<file path="src/rtl/flappy_game_engine_if.sv">
`default_nettype none
// ============================================================================
// Module      : flappy_game_engine_if
// Description : Frame-timing inputs and renderer-facing position bus of the
//               flappy game engine.
// Revision    : 1.0 - initial release
// ============================================================================
interface flappy_game_engine_if;
    logic       vsync;
    logic       btn_flap;
    logic [9:0] PosVPajaro;
    logic [9:0] PosHTubo1;
    logic [9:0] PosVTubo1;
    logic [9:0] PosHTubo2;
    logic [9:0] PosVTubo2;
    logic       Chocar;
    logic [7:0] Score;

    // Engine side
    modport master (
        input  vsync, btn_flap,
        output PosVPajaro, PosHTubo1, PosVTubo1, PosHTubo2, PosVTubo2, Chocar, Score
    );

    // Renderer / video-timing side
    modport slave (
        output vsync, btn_flap,
        input  PosVPajaro, PosHTubo1, PosVTubo1, PosHTubo2, PosVTubo2, Chocar, Score
    );
endinterface
`default_nettype wire

</file>
<file path="src/rtl/flappy_game_engine.sv">
`default_nettype none
// ============================================================================
// Module      : flappy_game_engine
// Description : Per-frame game state update (bird physics, pipe scroll, gap
//               randomisation, collision, score) on each vsync rising edge.
// Revision    : 1.0 - initial release
// ============================================================================
module flappy_game_engine #(
    parameter int GRAVITY      = 1,
    parameter int FLAP_VEL     = -6,
    parameter int VMAX         = 8,
    parameter int PIPE_SPEED   = 2,
    parameter int PIPE_SPAN    = 640,
    parameter int CRASH_FRAMES = 120,
    parameter int INIT_H1      = 400,
    parameter int INIT_V1      = 300,
    parameter int INIT_H2      = 720,
    parameter int INIT_V2      = 200,
    parameter int INIT_BIRD    = 240
) (
    input  wire logic             dclk,
    input  wire logic             clr,
    flappy_game_engine_if.master  bus
);
    localparam int CW = $clog2(CRASH_FRAMES + 1);
    localparam logic signed [7:0] GRAV_S = 8'(GRAVITY);
    localparam logic signed [7:0] FLAP_S = 8'(FLAP_VEL);
    localparam logic signed [7:0] VMAX_S = 8'(VMAX);

    typedef enum logic [1:0] {S_IDLE = 2'd0, S_PLAY = 2'd1, S_CRASH = 2'd2} state_t;

    state_t             state_q, state_d;
    logic               vs_q;
    logic               btn_s1_q, btn_s2_q, btn_s3_q;
    logic [7:0]         lfsr_q;
    logic               pend_q, pend_d;
    logic               upd_q, upd_d;
    logic signed [7:0]  vel_q, vel_d;
    logic [9:0]         bird_q, bird_d;
    logic [9:0]         h1_q, h1_d, v1_q, v1_d, h2_q, h2_d, v2_q, v2_d;
    logic               chocar_q, chocar_d;
    logic [7:0]         score_q, score_d;
    logic [CW-1:0]      fcnt_q, fcnt_d;

    logic               tick, flap_edge, hit, do_play, wrap1, wrap2, pass1, pass2;
    logic signed [7:0]  vel_inc, vel_play;
    logic signed [10:0] bird_sum;
    logic [9:0]         bird_play, h1_play, h2_play, v1_play, v2_play;
    logic [8:0]         score_sum;

    assign tick      = bus.vsync & ~vs_q;
    assign flap_edge = btn_s2_q & ~btn_s3_q;

    function automatic logic [9:0] scroll(input logic [9:0] h);
        if (h < 10'(PIPE_SPEED))
            return h + 10'(PIPE_SPAN - PIPE_SPEED);
        return h - 10'(PIPE_SPEED);
    endfunction

    // Bird overlaps the pipe columns and sits outside the open gap rows.
    // bird-32 < v-128 is rewritten as bird+96 < v to stay unsigned.
    function automatic logic pipe_hit(input logic [9:0] h, input logic [9:0] v,
                                      input logic [9:0] b);
        logic xh, yh;
        xh = (h <= 10'd160) && (({1'b0, h} + 11'd64) >= 11'd129);
        yh = (({1'b0, b} + 11'd96) < {1'b0, v}) || (b >= v);
        return xh && yh;
    endfunction

    // Candidate PLAY-frame update, computed every cycle and applied on a tick
    always_comb begin
        vel_inc   = vel_q + GRAV_S;
        vel_play  = pend_q ? FLAP_S : ((vel_inc > VMAX_S) ? VMAX_S : vel_inc);
        bird_sum  = $signed({1'b0, bird_q}) + $signed({{3{vel_play[7]}}, vel_play});
        if (bird_sum < 11'sd32)
            bird_play = 10'd32;
        else if (bird_sum > 11'sd479)
            bird_play = 10'd479;
        else
            bird_play = bird_sum[9:0];
        wrap1     = h1_q < 10'(PIPE_SPEED);
        wrap2     = h2_q < 10'(PIPE_SPEED);
        h1_play   = scroll(h1_q);
        h2_play   = scroll(h2_q);
        v1_play   = wrap1 ? (10'd160 + {2'b00, lfsr_q}) : v1_q;
        v2_play   = wrap2 ? (10'd160 + {2'b00, lfsr_q}) : v2_q;
        pass1     = (h1_q >= 10'd64) && (h1_play < 10'd64);
        pass2     = (h2_q >= 10'd64) && (h2_play < 10'd64);
        score_sum = {1'b0, score_q} + {8'd0, pass1} + {8'd0, pass2};
        hit       = pipe_hit(h1_q, v1_q, bird_q) || pipe_hit(h2_q, v2_q, bird_q)
                    || (bird_q == 10'd479);
    end

    // Next-state and game register updates
    always_comb begin
        state_d  = state_q;
        vel_d    = vel_q;
        bird_d   = bird_q;
        h1_d     = h1_q;
        v1_d     = v1_q;
        h2_d     = h2_q;
        v2_d     = v2_q;
        chocar_d = chocar_q;
        score_d  = score_q;
        fcnt_d   = fcnt_q;
        do_play  = 1'b0;
        // Every tick consumes or discards a pending flap.
        pend_d   = flap_edge | (pend_q & ~tick);
        case (state_q)
            S_IDLE: begin
                if (tick && pend_q) begin
                    state_d = S_PLAY;
                    do_play = 1'b1;
                end
            end
            S_PLAY: begin
                if (upd_q && hit) begin
                    chocar_d = 1'b1;
                    fcnt_d   = '0;
                    state_d  = S_CRASH;
                end else if (tick) begin
                    do_play = 1'b1;
                end
            end
            S_CRASH: begin
                if (tick) begin
                    if (fcnt_q < CW'(CRASH_FRAMES)) begin
                        fcnt_d = fcnt_q + CW'(1);
                    end else if (pend_q) begin
                        state_d  = S_IDLE;
                        vel_d    = '0;
                        bird_d   = 10'(INIT_BIRD);
                        h1_d     = 10'(INIT_H1);
                        v1_d     = 10'(INIT_V1);
                        h2_d     = 10'(INIT_H2);
                        v2_d     = 10'(INIT_V2);
                        chocar_d = 1'b0;
                        score_d  = '0;
                        fcnt_d   = '0;
                    end
                end
            end
            default: state_d = S_IDLE;
        endcase
        if (do_play) begin
            vel_d   = vel_play;
            bird_d  = bird_play;
            h1_d    = h1_play;
            v1_d    = v1_play;
            h2_d    = h2_play;
            v2_d    = v2_play;
            score_d = score_sum[8] ? 8'hFF : score_sum[7:0];
        end
        upd_d = do_play;
    end

    // State registers, synchronisers and free-running LFSR
    always_ff @(posedge dclk or posedge clr) begin
        if (clr) begin
            state_q  <= S_IDLE;
            vs_q     <= 1'b0;
            btn_s1_q <= 1'b0;
            btn_s2_q <= 1'b0;
            btn_s3_q <= 1'b0;
            lfsr_q   <= 8'hA5;
            pend_q   <= 1'b0;
            upd_q    <= 1'b0;
            vel_q    <= '0;
            bird_q   <= 10'(INIT_BIRD);
            h1_q     <= 10'(INIT_H1);
            v1_q     <= 10'(INIT_V1);
            h2_q     <= 10'(INIT_H2);
            v2_q     <= 10'(INIT_V2);
            chocar_q <= 1'b0;
            score_q  <= '0;
            fcnt_q   <= '0;
        end else begin
            state_q  <= state_d;
            vs_q     <= bus.vsync;
            btn_s1_q <= bus.btn_flap;
            btn_s2_q <= btn_s1_q;
            btn_s3_q <= btn_s2_q;
            lfsr_q   <= {lfsr_q[6:0], lfsr_q[7] ^ lfsr_q[5] ^ lfsr_q[4] ^ lfsr_q[3]};
            pend_q   <= pend_d;
            upd_q    <= upd_d;
            vel_q    <= vel_d;
            bird_q   <= bird_d;
            h1_q     <= h1_d;
            v1_q     <= v1_d;
            h2_q     <= h2_d;
            v2_q     <= v2_d;
            chocar_q <= chocar_d;
            score_q  <= score_d;
            fcnt_q   <= fcnt_d;
        end
    end

    assign bus.PosVPajaro = bird_q;
    assign bus.PosHTubo1  = h1_q;
    assign bus.PosVTubo1  = v1_q;
    assign bus.PosHTubo2  = h2_q;
    assign bus.PosVTubo2  = v2_q;
    assign bus.Chocar     = chocar_q;
    assign bus.Score      = score_q;
endmodule
`default_nettype wire

</file>
<file path="src/flat_wrapper.sv">
// flat-port wrapper written by rule: the top's interface ports become plain ports
module flappy_game_engine_flat 
#(
    parameter int GRAVITY      = 1,
    parameter int FLAP_VEL     = -6,
    parameter int VMAX         = 8,
    parameter int PIPE_SPEED   = 2,
    parameter int PIPE_SPAN    = 640,
    parameter int CRASH_FRAMES = 120,
    parameter int INIT_H1      = 400,
    parameter int INIT_V1      = 300,
    parameter int INIT_H2      = 720,
    parameter int INIT_V2      = 200,
    parameter int INIT_BIRD    = 240
)
  (dclk, clr, bus_vsync, bus_btn_flap, bus_PosVPajaro, bus_PosHTubo1, bus_PosVTubo1, bus_PosHTubo2, bus_PosVTubo2, bus_Chocar, bus_Score);
  flappy_game_engine_if bus_i ();
  input  wire logic dclk;
  input  wire logic clr;
  input wire logic [$bits(bus_i.vsync)-1:0] bus_vsync;
  input wire logic [$bits(bus_i.btn_flap)-1:0] bus_btn_flap;
  output wire logic [$bits(bus_i.PosVPajaro)-1:0] bus_PosVPajaro;
  output wire logic [$bits(bus_i.PosHTubo1)-1:0] bus_PosHTubo1;
  output wire logic [$bits(bus_i.PosVTubo1)-1:0] bus_PosVTubo1;
  output wire logic [$bits(bus_i.PosHTubo2)-1:0] bus_PosHTubo2;
  output wire logic [$bits(bus_i.PosVTubo2)-1:0] bus_PosVTubo2;
  output wire logic [$bits(bus_i.Chocar)-1:0] bus_Chocar;
  output wire logic [$bits(bus_i.Score)-1:0] bus_Score;
  assign bus_i.vsync = bus_vsync;
  assign bus_i.btn_flap = bus_btn_flap;
  assign bus_PosVPajaro = bus_i.PosVPajaro;
  assign bus_PosHTubo1 = bus_i.PosHTubo1;
  assign bus_PosVTubo1 = bus_i.PosVTubo1;
  assign bus_PosHTubo2 = bus_i.PosHTubo2;
  assign bus_PosVTubo2 = bus_i.PosVTubo2;
  assign bus_Chocar = bus_i.Chocar;
  assign bus_Score = bus_i.Score;
  flappy_game_engine #(.GRAVITY(GRAVITY), .FLAP_VEL(FLAP_VEL), .VMAX(VMAX), .PIPE_SPEED(PIPE_SPEED), .PIPE_SPAN(PIPE_SPAN), .CRASH_FRAMES(CRASH_FRAMES), .INIT_H1(INIT_H1), .INIT_V1(INIT_V1), .INIT_H2(INIT_H2), .INIT_V2(INIT_V2), .INIT_BIRD(INIT_BIRD)) u_core (.dclk(dclk), .clr(clr), .bus(bus_i));
endmodule
</file>
<file path="config.mk">
export PLATFORM = sky130hd
export DESIGN_NAME = flappy_game_engine_flat
export DESIGN_NICKNAME = d
export VERILOG_FILES = /design/src/rtl/flappy_game_engine_if.sv /design/src/rtl/flappy_game_engine.sv /design/src/flat_wrapper.sv
export SDC_FILE = /design/constraint.sdc
export NUM_CORES = 1
export LEC_CHECK = 0
export ABC_AREA = 1
export CAP_MARGIN = 20
export CORE_ASPECT_RATIO = 0.7
export CORE_MARGIN = 5
export CORE_UTILIZATION = 50
export DETAILED_ROUTE_END_ITERATION = 8
export DONT_BUFFER_PORTS = 1
export PLACE_DENSITY_LB_ADDON = 0.05
export SETUP_SLACK_MARGIN = 0.02
export SYNTH_ARGS = -nofsm -noshare
export SYNTH_HDL_FRONTEND = slang
export SYNTH_SLANG_ARGS = --single-unit
</file>
<file path="constraint.sdc">
create_clock -name dclk -period 3.6 [get_ports dclk]
set_input_delay 0.72 -clock dclk [delete_from_list [all_inputs] [get_ports dclk]]
set_output_delay 0.72 -clock dclk [all_outputs]
set_load 0.02 [all_outputs]
</file>
==> Word-level counts from Yosys, hierarchy flattened <==
Index checks and enable logic that the tools add are counted.
{ "totals": {"register_bits": 90, "in_bits": 4, "out_inout_bits": 59, "word_cells": 157} }
{ "op_classes": {"n_addsub": 13, "magnitude_cmp": 18, "eq_ne": 12, "muxes": 64, "n_bitwise": 10, "n_reduce_logical": 23} }
{ "ops": {"columns": ["operator", "n"], "rows": [
  ["2-to-1 mux 10 bit", 33],
  ["2-to-1 mux 8 bit", 9],
  ["adder 10 x 7 -> 11 bit (second input constant)", 3],
  ["2-to-1 mux 7 bit", 4],
  ["greater-or-equal comparator 11 x 8 -> 1 bit (second input constant)", 2],
  ["less-than comparator 11 x 10 -> 1 bit", 2],
  ["adder 10 bit (second input constant)", 2],
  ["greater-or-equal comparator 10 bit", 2],
  ["greater-or-equal comparator 10 x 7 -> 1 bit (second input constant)", 2],
  ["less-or-equal comparator 10 x 8 -> 1 bit (second input constant)", 2],
  ["less-than comparator 10 x 2 -> 1 bit (second input constant)", 2],
  ["less-than comparator 10 x 7 -> 1 bit (second input constant)", 2],
  ["AND reduction 5 bit", 4],
  ["subtractor 10 x 2 -> 10 bit (second input constant)", 2],
  ["one-hot mux 7 bit (2 select lines)", 1],
  ["adder 11 x 8 -> 11 bit", 1],
  ["> comparator 11 x 10 -> 1 bit (second input constant)", 1],
  ["less-than comparator 11 x 7 -> 1 bit (second input constant)", 1],
  ["== test 10 x 9 -> 1 bit (second input constant)", 1],
  ["2-to-1 mux 2 bit", 5],
  ["inequality test 2 x 1 -> 1 bit (second input constant)", 5],
  ["adder 8 x 1 -> 9 bit", 1],
  ["adder 8 x 8 -> 9 bit (first input constant)", 1],
  ["adder 9 x 1 -> 9 bit", 1],
  ["20 further kinds", 51]
]} }

==> Logic depth before layout (Yosys ltp) <==
Gate-level depths: netlist (run 1).
{ "logic_depth": {"word_depth": 11, "ltp_mapped": 28, "mapped_depth_nobuf": 28} }

==> Worst setup path before layout (run 1) <==
Ideal clock, no wire load.
{ "synth_path": {"kind": "register to register", "start": "reg u_core.vel_q[0]", "end": "reg u_core.bird_q[3] (netlist: u_core.bus.PosVPajaro[3])", "setup_time_ns": 0.076, "arrival_ns": 3.170, "t_required_ns": 3.524, "setup_slack_ns": 0.354, "stages_incl_launch_ff": 25, "path_buffers": 0, "period_less_slack_ns": 3.246, "cell_sequence": "dfrtp_1 ha_1 nand2_1 inv_1 nand2_1 nor3_1 xnor2_1 nand3b_1 o21a_1 nor2_1 inv_1 nor2_1 ha_1 fa_1 nand3_1 o211ai_1 nand3_1 nand3_1 xor2_1 nor2_1 nand2_1 nand2_1 nor2_2 o21ai_0 o21ai_1"} }
{ "synth_via": {"elab_chain_len": 9, "word_cells_on_any_way": 10, "classes_between": "add/sub (2); order compare (3); mux (5)"} }
{ "synth_lines": {"columns": ["element", "line", "text"], "rows": [
  ["start, declared", "flappy_game_engine.sv:38", "logic signed [7:0] vel_q, vel_d;"],
  ["start signal, assigned", "flappy_game_engine.sv:186", "vel_q <= vel_d;"],
  ["adder 8 x 2 -> 8 bit *", "flappy_game_engine.sv:72", "vel_inc = vel_q + GRAV_S;"],
  ["> comparator 8 x 5 -> 1 bit", "flappy_game_engine.sv:73", "vel_play = pend_q ? FLAP_S : ((vel_inc > VMAX_S) ? VMAX_S : vel_inc);"],
  ["2-to-1 mux 8 bit * (2 in series)", "flappy_game_engine.sv:73", null],
  ["adder 11 x 8 -> 11 bit *", "flappy_game_engine.sv:74", "bird_sum = $signed({1'b0, bird_q}) + $signed({{3{vel_play[7]}}, vel_play});"],
  ["> comparator 11 x 10 -> 1 bit", "flappy_game_engine.sv:77", "else if (bird_sum > 11'sd479)"],
  ["2-to-1 mux 10 bit", "flappy_game_engine.sv:77", null],
  ["2-to-1 mux 10 bit *", "flappy_game_engine.sv:75", "if (bird_sum < 11'sd32)"],
  ["2-to-1 mux 10 bit *", "flappy_game_engine.sv:145", "if (do_play) begin"],
  ["end signal, assigned", "flappy_game_engine.sv:169", "bird_q <= 10'(INIT_BIRD);"],
  ["end signal, assigned", "flappy_game_engine.sv:187", "bird_q <= bird_d;"],
  ["end, declared", "flappy_game_engine.sv:39", "logic [9:0] bird_q, bird_d;"]
]} }
Every way passes the cells marked *; elsewhere a longest branch is shown, timed or not.
A chain may end at the register's enable or synchronous reset.

==> Worst setup path in the final report (run 1) <==
{ "layout_path": {"start": "reg u_core.vel_q[1]", "end": "reg u_core.bird_q[5] (netlist: u_core.bus.PosVPajaro[5])"} }
The elaborated chain is that of the path after synthesis.

==> results of run 1 <==
## layout by cell type, fill, tap and decap left out, drive strengths merged, types with 4 or more instances in the layout
| cell type | n |
|---|---|
| a21oi | 38 |
| a21boi | 5 |
| dfstp | 22 |
| o21ai | 47 |
| nor2 | 73 |
| buf | 22 |
| nand2 | 214 |
| inv | 124 |
| clkbuf | 9 |
| xor2 | 21 |
| nand3b | 4 |
| nand4 | 20 |
| nor3 | 12 |
| clkinv | 4 |
| o211ai | 4 |
| xnor2 | 9 |
| dfrtp | 64 |
| ha | 56 |
| nand3 | 47 |
| conb | 4 |
| a21o | 4 |
| or2 | 9 |
## power breakdown
group	internal, uW	total, uW	switching (uW)
Combinational	1200	3250	2050
Sequential	1290	1830	541
Clock	547	974	427
## per-stage QoR
stage               cell area, sq um  setup TNS [ns]
CTS                             6660               0
floorplan                       6130               0
global route                    7000           -1.55
global placement                6320               0
detailed placement              6320          -0.368
finish                          7000               0
## state kept, by name, indices dropped and copies added, names as in the netlist, 7 cells and up
signal and count:
u_core.bus.PosHTubo1 9, u_core.bus.PosHTubo2 9, u_core.bus.PosVPajaro 10, u_core.bus.PosVTubo1 9, u_core.bus.PosVTubo2 9, u_core.bus.Score 8, u_core.fcnt_q 7, u_core.lfsr_q 8
u_core.vel_q 8
## layout make-up
class	instances	area (sq um)
multi-input cells	586	3650
clock inverters	7	78.8
fillers	1028	4850
flip-flops and latches	86	2180
clock buffers	9	225
well taps	157	196
inverters	122	462
repair buffers	22	203
## logic make-up after synthesis
| kind of cell | after synthesis |
|---|---|
| AOI/OAI and AO/OA | 112 |
| xor gates and xnor gates | 30 |
| adders and majority gates | 58 |
| buffers and inverters | 138 |
| DFF | 86 |
| other | 1 |
| and+or+nand+nor | 382 |
## routing by layer
layer	up-vias	wire (microns)
met1	2489	8060
li1	2633	-
met5	-	0
met2	130	6750
met3	17	970
met4	0	175
## worst paths after layout
check,start,to,slack (ns),cells after the start
setup / recovery,u_core.vel_q[1],u_core.bus.PosVPajaro[5],0.008,25
hold / removal,clr,u_core.bus.PosHTubo1[2],0.22,1
setup reg to reg,u_core.vel_q[1],u_core.bus.PosVPajaro[5],0.008,25
hold reg to reg,u_core.btn_s1_q,u_core.btn_s2_q,0.36,0
max in group asynchronous,clr,u_core.bus.PosHTubo2[6],2.80,2
min in group dclk,u_core.btn_s1_q,u_core.btn_s2_q,0.36,0
## what timing repair did
| action | 4_1_cts | 5_1_grt |
|---|---|---|
| gates resized for setup | 6 | 70 |
| buffers inserted | 1 | 7 |
| pin swaps | 2 | 26 |
| endpoints found under the setup margin | 8 | 44 |
| gates cloned | 0 | 0 |
| endpoints found under the hold margin | 0 | 0 |
==> summary.md, run 1 <==
| Metric | Value |
|---|---|
| Status | complete, no violations |
| Via count | 5269 |
| Mux cell area share after synthesis | 0 |
| Largest net degree at the start of global routing | 54 |
| Port bufs | 0 |
| RSZ-0062 raised after global routing | yes |
| Final Power | 6060 uW |
| Yosys cell types | 47 |
| Slew headroom | 0.603 |
| GP Congestion | 0.971 |
| Layer with the highest usage | met1 |
| Cell at the slowest stage of the critical path | dfrtp_1 |
| Pwr/cell area | 866 nW/um^2 |
| Worst-Margin Slew | 0.595 ns |
| Vias in the first global route | ~5000 |
| Avg WL per Cell | approximately 16 microns |
| Final setup vio count | 0 |
| Die area | approximately 15000 sq um |
| Ranking of synthesized cells by area | dfrtp_1 26%, nand2_1 12%, ha_1 11% |
| Max Cap Viol | 0 |
| CTS tree | yes |
| Post-synthesis adder-cell area fraction | 0.121 |
| CTS sink cnt | 86 |
| Syn Inst Count | between 800 and 900 |
| Core ar. | 11900 sq um |
| Synth Area per Inst | 7.59 sq um |
| Synth-to-layout area growth | 14.3% |
| IO Count | 63 |
| CP arrival | approximately 3.9 ns |
| XOR/XNOR Fraction of Synth Area | 0.0429 |
| Crit path buffers/inverters | 3 |
| Ys async rst share | 1.00 |
| Detail Placement HPWL | ~12000 microns |
| First-pass GRT wire length | between 20000 and 30000 microns |
| Share of cells above drive strength 1 | 0.177 |
| Top Family by Delay on Critical Path | simple AND/OR/NAND/NOR gates |
| Fin. Hold Viols | 0 |
| Largest family of logic cells by synthesized area | simple AND/OR/NAND/NOR gates |
| Final hold slack | 0.218 ns |
| Die Wd | 142 microns |
| Most used DFF post-synth | dfrtp_1 |
| HP Class | primary input to async pin |
| Yosys top cell area share | 0.262 |
| DRC viols | 0 |
| P_leak | between 0.003 and 0.004 uW |
| Number of placement rows | 33 |
| Post-synthesis sequential area ratio | 0.356 |
| Setup CP Type | flop to flop |
| Clock Skew | 0.0113 ns |
| Post-layout util | 0.591 |
| Crit share post-route | 0.998 |
| Synth Area in Compound Gates | 0.106 |
| Post-synth EDFFs | 0 |
| Initial drt markers | 391 |
| Total gr overflow | 0 |
| Tot GR Track Use | 0.222 |
| Clock root buffer | clkbuf_16 |
| Clk_lat worst skew | 0.36 ns |
| Fmax | around 280 MHz |
| Setup ws final | ~0.0080 ns |
| Ys Warns | 0 |
| Die Ht | 103 microns |
| Met1 GRT Util | 0.336 |
| Required time worst endpoint | 3.88 ns |
| Placed Instances | 964 |
| ANT nets after route | 0 |
| Max stage delay on crit path | 0.37 ns |
| Leading area contributor after synthesis | dfrtp_1 |
| H-Tree Depth | 3 |
| CP Launch Type | flop |
| Reg clk slew, reported paths | 0.07 ns |
| Met2 usage | 0.323 |
| Total CTS buffers | 9 |
| CTS Buffer Depth | 2 |
| Total Wirelength | 16000 microns |
| # hold bufs at CTS | 0 |
| Flops & latches, synth | 86 |
| Final nets | 889 |
| Layout Cells excl Fill | 989 |
| Starting Density | 0.517 |
| Met3 usage | 0.0510 |
| Max-slew violation count | 0 |
| N_diodes | 0 |
| Most frequent cell after synthesis | nand2_1 |
| Crit path time final | between 3 and 4 ns |
| Initial antenna violation count | 0 |
| Synth top cells by count | 202 x nand2_1, 121 x inv_1, 72 x nor2_1, 64 x dfrtp_1, 56 x ha_1 |
| TritonRoute pass-1 iters | 5 |
| Synthesized area | roughly 6100 sq um |
| DR vias/cell | 5.33 |
| Place WS | -0.0921 ns |
| Simple-gate portion of the synthesized area | 0.277 |
| VDD IR max | 442 uV |
| Worst setup EP type | flop |
| Worst Path Max Fanout | 4 |
(Power assumes the default switching activity.)
==> inputs of run 2 (changes only) <==
--- a/config.mk
+++ b/config.mk
@@ -8,7 +8,6 @@
 export ABC_AREA = 1
 export CAP_MARGIN = 20
 export CORE_ASPECT_RATIO = 0.7
-export CORE_MARGIN = 5
 export CORE_UTILIZATION = 50
 export DETAILED_ROUTE_END_ITERATION = 8
 export DONT_BUFFER_PORTS = 1
==> run 2 against run 1 <==
  * The flow now finishes with violations (negative setup slack)
  * Setup slack got worse by 0.046 ns
  * Fmax shrank 1.3%
  * Power increased by 1.2%
  * Wire length down 2.2%
  * Flip-flop and latch count unchanged
  * Cell area up 0.61%
  * Die area down 13%
  * Clock power is 6% higher
  * Via count up 0.19%
  * Critical path depth shrank 1
  * Count of clock-buffer cells in the layout rose by 1
  * Utilization increased by 0.57 points
  * Largest power group unchanged
==> summary.md, run 2 (synthesis results as in run 1) <==
| Metric | Value |
|---|---|
| Status | complete, but fails checks (was complete, no violations) |
| Failing checks | negative setup slack |
| Placed Instance Area | 6370 sq um (was 6320 sq um) |
| Max reg flops | 10 (unchanged) |
| Fmax | 275 MHz (was 278 MHz) |
| Max-slew violation count | 0 (unchanged) |
| Reg clk slew, reported paths | 0.07 ns (about the same) |
| Setup ws final | -0.0377 ns (was 0.00802 ns) |
| Post-layout util | 0.597 (was 0.591) |
| Port bufs | 0 (unchanged) |
| First-pass GRT wire length | 25200 microns (was 25900 microns) |
| Tot GR Track Use | 0.256 (was 0.222) |
| Worst Path Max Fanout | 4 (unchanged) |
| Avg WL per Cell | 15.6 microns (was 16.1 microns) |
| Final setup vio count | 6 (was 0) |
| GP Congestion | 0.884 (was 0.971) |
| CP Launch Type | flop (unchanged) |
| Clk_lat worst skew | 0.35 ns (was 0.36 ns) |
| Number of placement rows | 33 (unchanged) |
| Largest net degree at the start of global routing | 60 (was 54) |
| Top Family by Delay on Critical Path | simple AND/OR/NAND/NOR gates (unchanged) |
| CTS tree | yes (unchanged) |
| Detail Placement HPWL | 11200 microns (was 11700 microns) |
| Final hold slack | 0.186 ns (was 0.218 ns) |
| Clock root buffer | clkbuf_16 (unchanged) |
| HP Class | primary input to async pin (unchanged) |
| Core ar. | 11800 sq um (was 11900 sq um) |
| Cell at the slowest stage of the critical path | dfrtp_1 (unchanged) |
| ANT nets after route | 0 (unchanged) |
| N_diodes | 0 (unchanged) |
| Max stage delay on crit path | 0.37 ns (about the same) |
| Slew headroom | 0.560 (was 0.603) |
| Total gr overflow | 0 (unchanged) |
| Place WS | -0.0958 ns (was -0.0921 ns) |
| FF/Latch Area | 2180 sq um (about the same) |
| DR vias/cell | 5.26 (was 5.33) |
| Most frequent cells in the layout | 195 x nand2_1, 112 x inv_1, 64 x nor2_1, 64 x dfrtp_1, 50 x ha_1 (was 194 x nand2_1, 115 x inv_1, 61 x nor2_1) |
| Starting Density | 0.519 (was 0.517) |
| Max Cap Viol | 0 (unchanged) |
| Area occupied by multi-input gates | 3590 sq um (was 3650 sq um) |
| CP arrival | 3.92 ns (was 3.87 ns) |
| # hold bufs at CTS | 0 (unchanged) |
| Crit share post-route | 1.01 (was 0.998) |
| DRC viols | 0 (unchanged) |
| Most frequent CP cell | nand3_2 |
| Die Ht | 94.6 microns (was 103 microns) |
| TritonRoute pass-1 iters | 5 (unchanged) |
| Share of cells above drive strength 1 | 0.175 (was 0.177) |
| Design area | 7040 sq um (was 7000 sq um) |
| Required time worst endpoint | 3.88 ns (about the same) |
| P_leak | 0.00350 uW (was 0.00346 uW) |
| CTS Buffer Depth | 2 (unchanged) |
| Worst-Margin Slew | 0.660 ns (was 0.595 ns) |
| H-Tree Depth | 3 (unchanged) |
| Synth-to-layout area growth | 15.0% (was 14.3%) |
| Vias in the first global route | 4949 (was 4994) |
| Via count | 5279 (was 5269) |
| Most common library cell in the layout ignoring fill and taps | nand2_1 (unchanged) |
| Die area | 12700 sq um (was 14600 sq um) |
| Crit path buffers/inverters | 3 (unchanged) |
| Total Wirelength | 15600 microns (was 16000 microns) |
| VDD IR max | 392 uV (was 442 uV) |
| Initial antenna violation count | 0 (unchanged) |
| # fillers | 1062 (was 1028) |
| IO Count | 63 (unchanged) |
| Fin. Hold Viols | 0 (unchanged) |
| Pwr/cell area | 871 nW/um^2 (was 866 nW/um^2) |
| RSZ-0062 raised after global routing | yes (unchanged) |
| CTS sink cnt | 86 (unchanged) |
| Worst setup EP type | flop (unchanged) |
| Critical Path, Cell by Cell | buf_4, buf_4, nand3_2, nor2_2, nand2_1, xor2_2, nand3b_1, o21a_1, nor2_2, inv_2, nor2_4, ha_4, fa_2, nand3_2, o211ai_1, nand3_1, nand3_2, xor2_2, nand3b_1, nand2_2, nand2_4, a21oi_1, nor2_1, a21oi_2 |
| Final Power | 6140 uW (was 6060 uW) |
| Initial drt markers | 268 (was 391) |
| Clock Skew | 0.00899 ns (was 0.0113 ns) |
| Total CTS buffers | 9 (unchanged) |
| Final nets | 903 (was 889) |
| Crit path time final | 3.64 ns (was 3.59 ns) |
| Die Wd | 134 microns (was 142 microns) |
| Setup CP Type | flop to flop (unchanged) |
run 2: changes by cell type in the layout (fill, tap and decap cells not counted), sizes merged:
cell and delta:
clkinv -2, bufinv +1, clkbuf +1, buf +14
run 2: worst paths after layout:
| check | slack, ns | cells after the start | startpoint | endpoint |
|---|---|---|---|---|
| min in group dclk | 0.37 | 0 | u_core.btn_s1_q | u_core.btn_s2_q |
| worst max-delay path | -0.04 | 24 | u_core.vel_q[1] | u_core.bus.PosVPajaro[6] |
| worst max register to register | -0.04 | 24 | u_core.vel_q[1] | u_core.bus.PosVPajaro[6] |
| worst min-delay path | 0.19 | 1 | clr | u_core.btn_s1_q |
| max in group asynchronous | 2.58 | 3 | clr | u_core.bus.PosVTubo2[3] |
| worst min register to register | 0.37 | 0 | u_core.btn_s1_q | u_core.btn_s2_q |
run 2: layer usage:
metal	track usage	part of all wire	up-vias	wire [microns]
met5	0	0	-	0
met4	0.0749	0.016	0	244
met1	0.373	0.50	2461	7840
li1	-	-	2668	-
met2	0.375	0.43	132	6680
met3	0.0590	0.054	18	838
run 2: what timing repair did:
| action | CTS | global route |
|---|---|---|
| resized for setup | 9 | 54 |
| setup endpoints to repair | 8 | 17 |
| gates cloned | 0 | 0 |
| pin swaps | 9 | 29 |
| buffers inserted | 3 | 9 |
run 2: stage by stage:
| stage | cells | setup TNS, ns |
|---|---|---|
| 6_report | 1003 | -0.0821 |
| 5_1_grt | 1003 | -2.23 |
| 4_1_cts | 993 | 0 |
| 3_5_place_dp | 974 | -0.270 |
| 3_3_place_gp | 974 | 0 |
| 2_1_floorplan | 810 | 0 |
run 2: area by class of cell:
cell class,instances,area share
clock inverter,6,0.0130
clock buffer,10,0.0325
tap,157,0.0279
sequential,86,0.309
multi-input combinational,586,0.510
timing repair buffer,36,0.0417
inverter,122,0.0659
run 2: power by group:
group	internal [uW]	switching, uW	leakage (uW)	total (uW)
logic	1270	2080	0.00227	3350
registers	1290	465	0.00107	1760
clock network	615	418	0.000158	1030
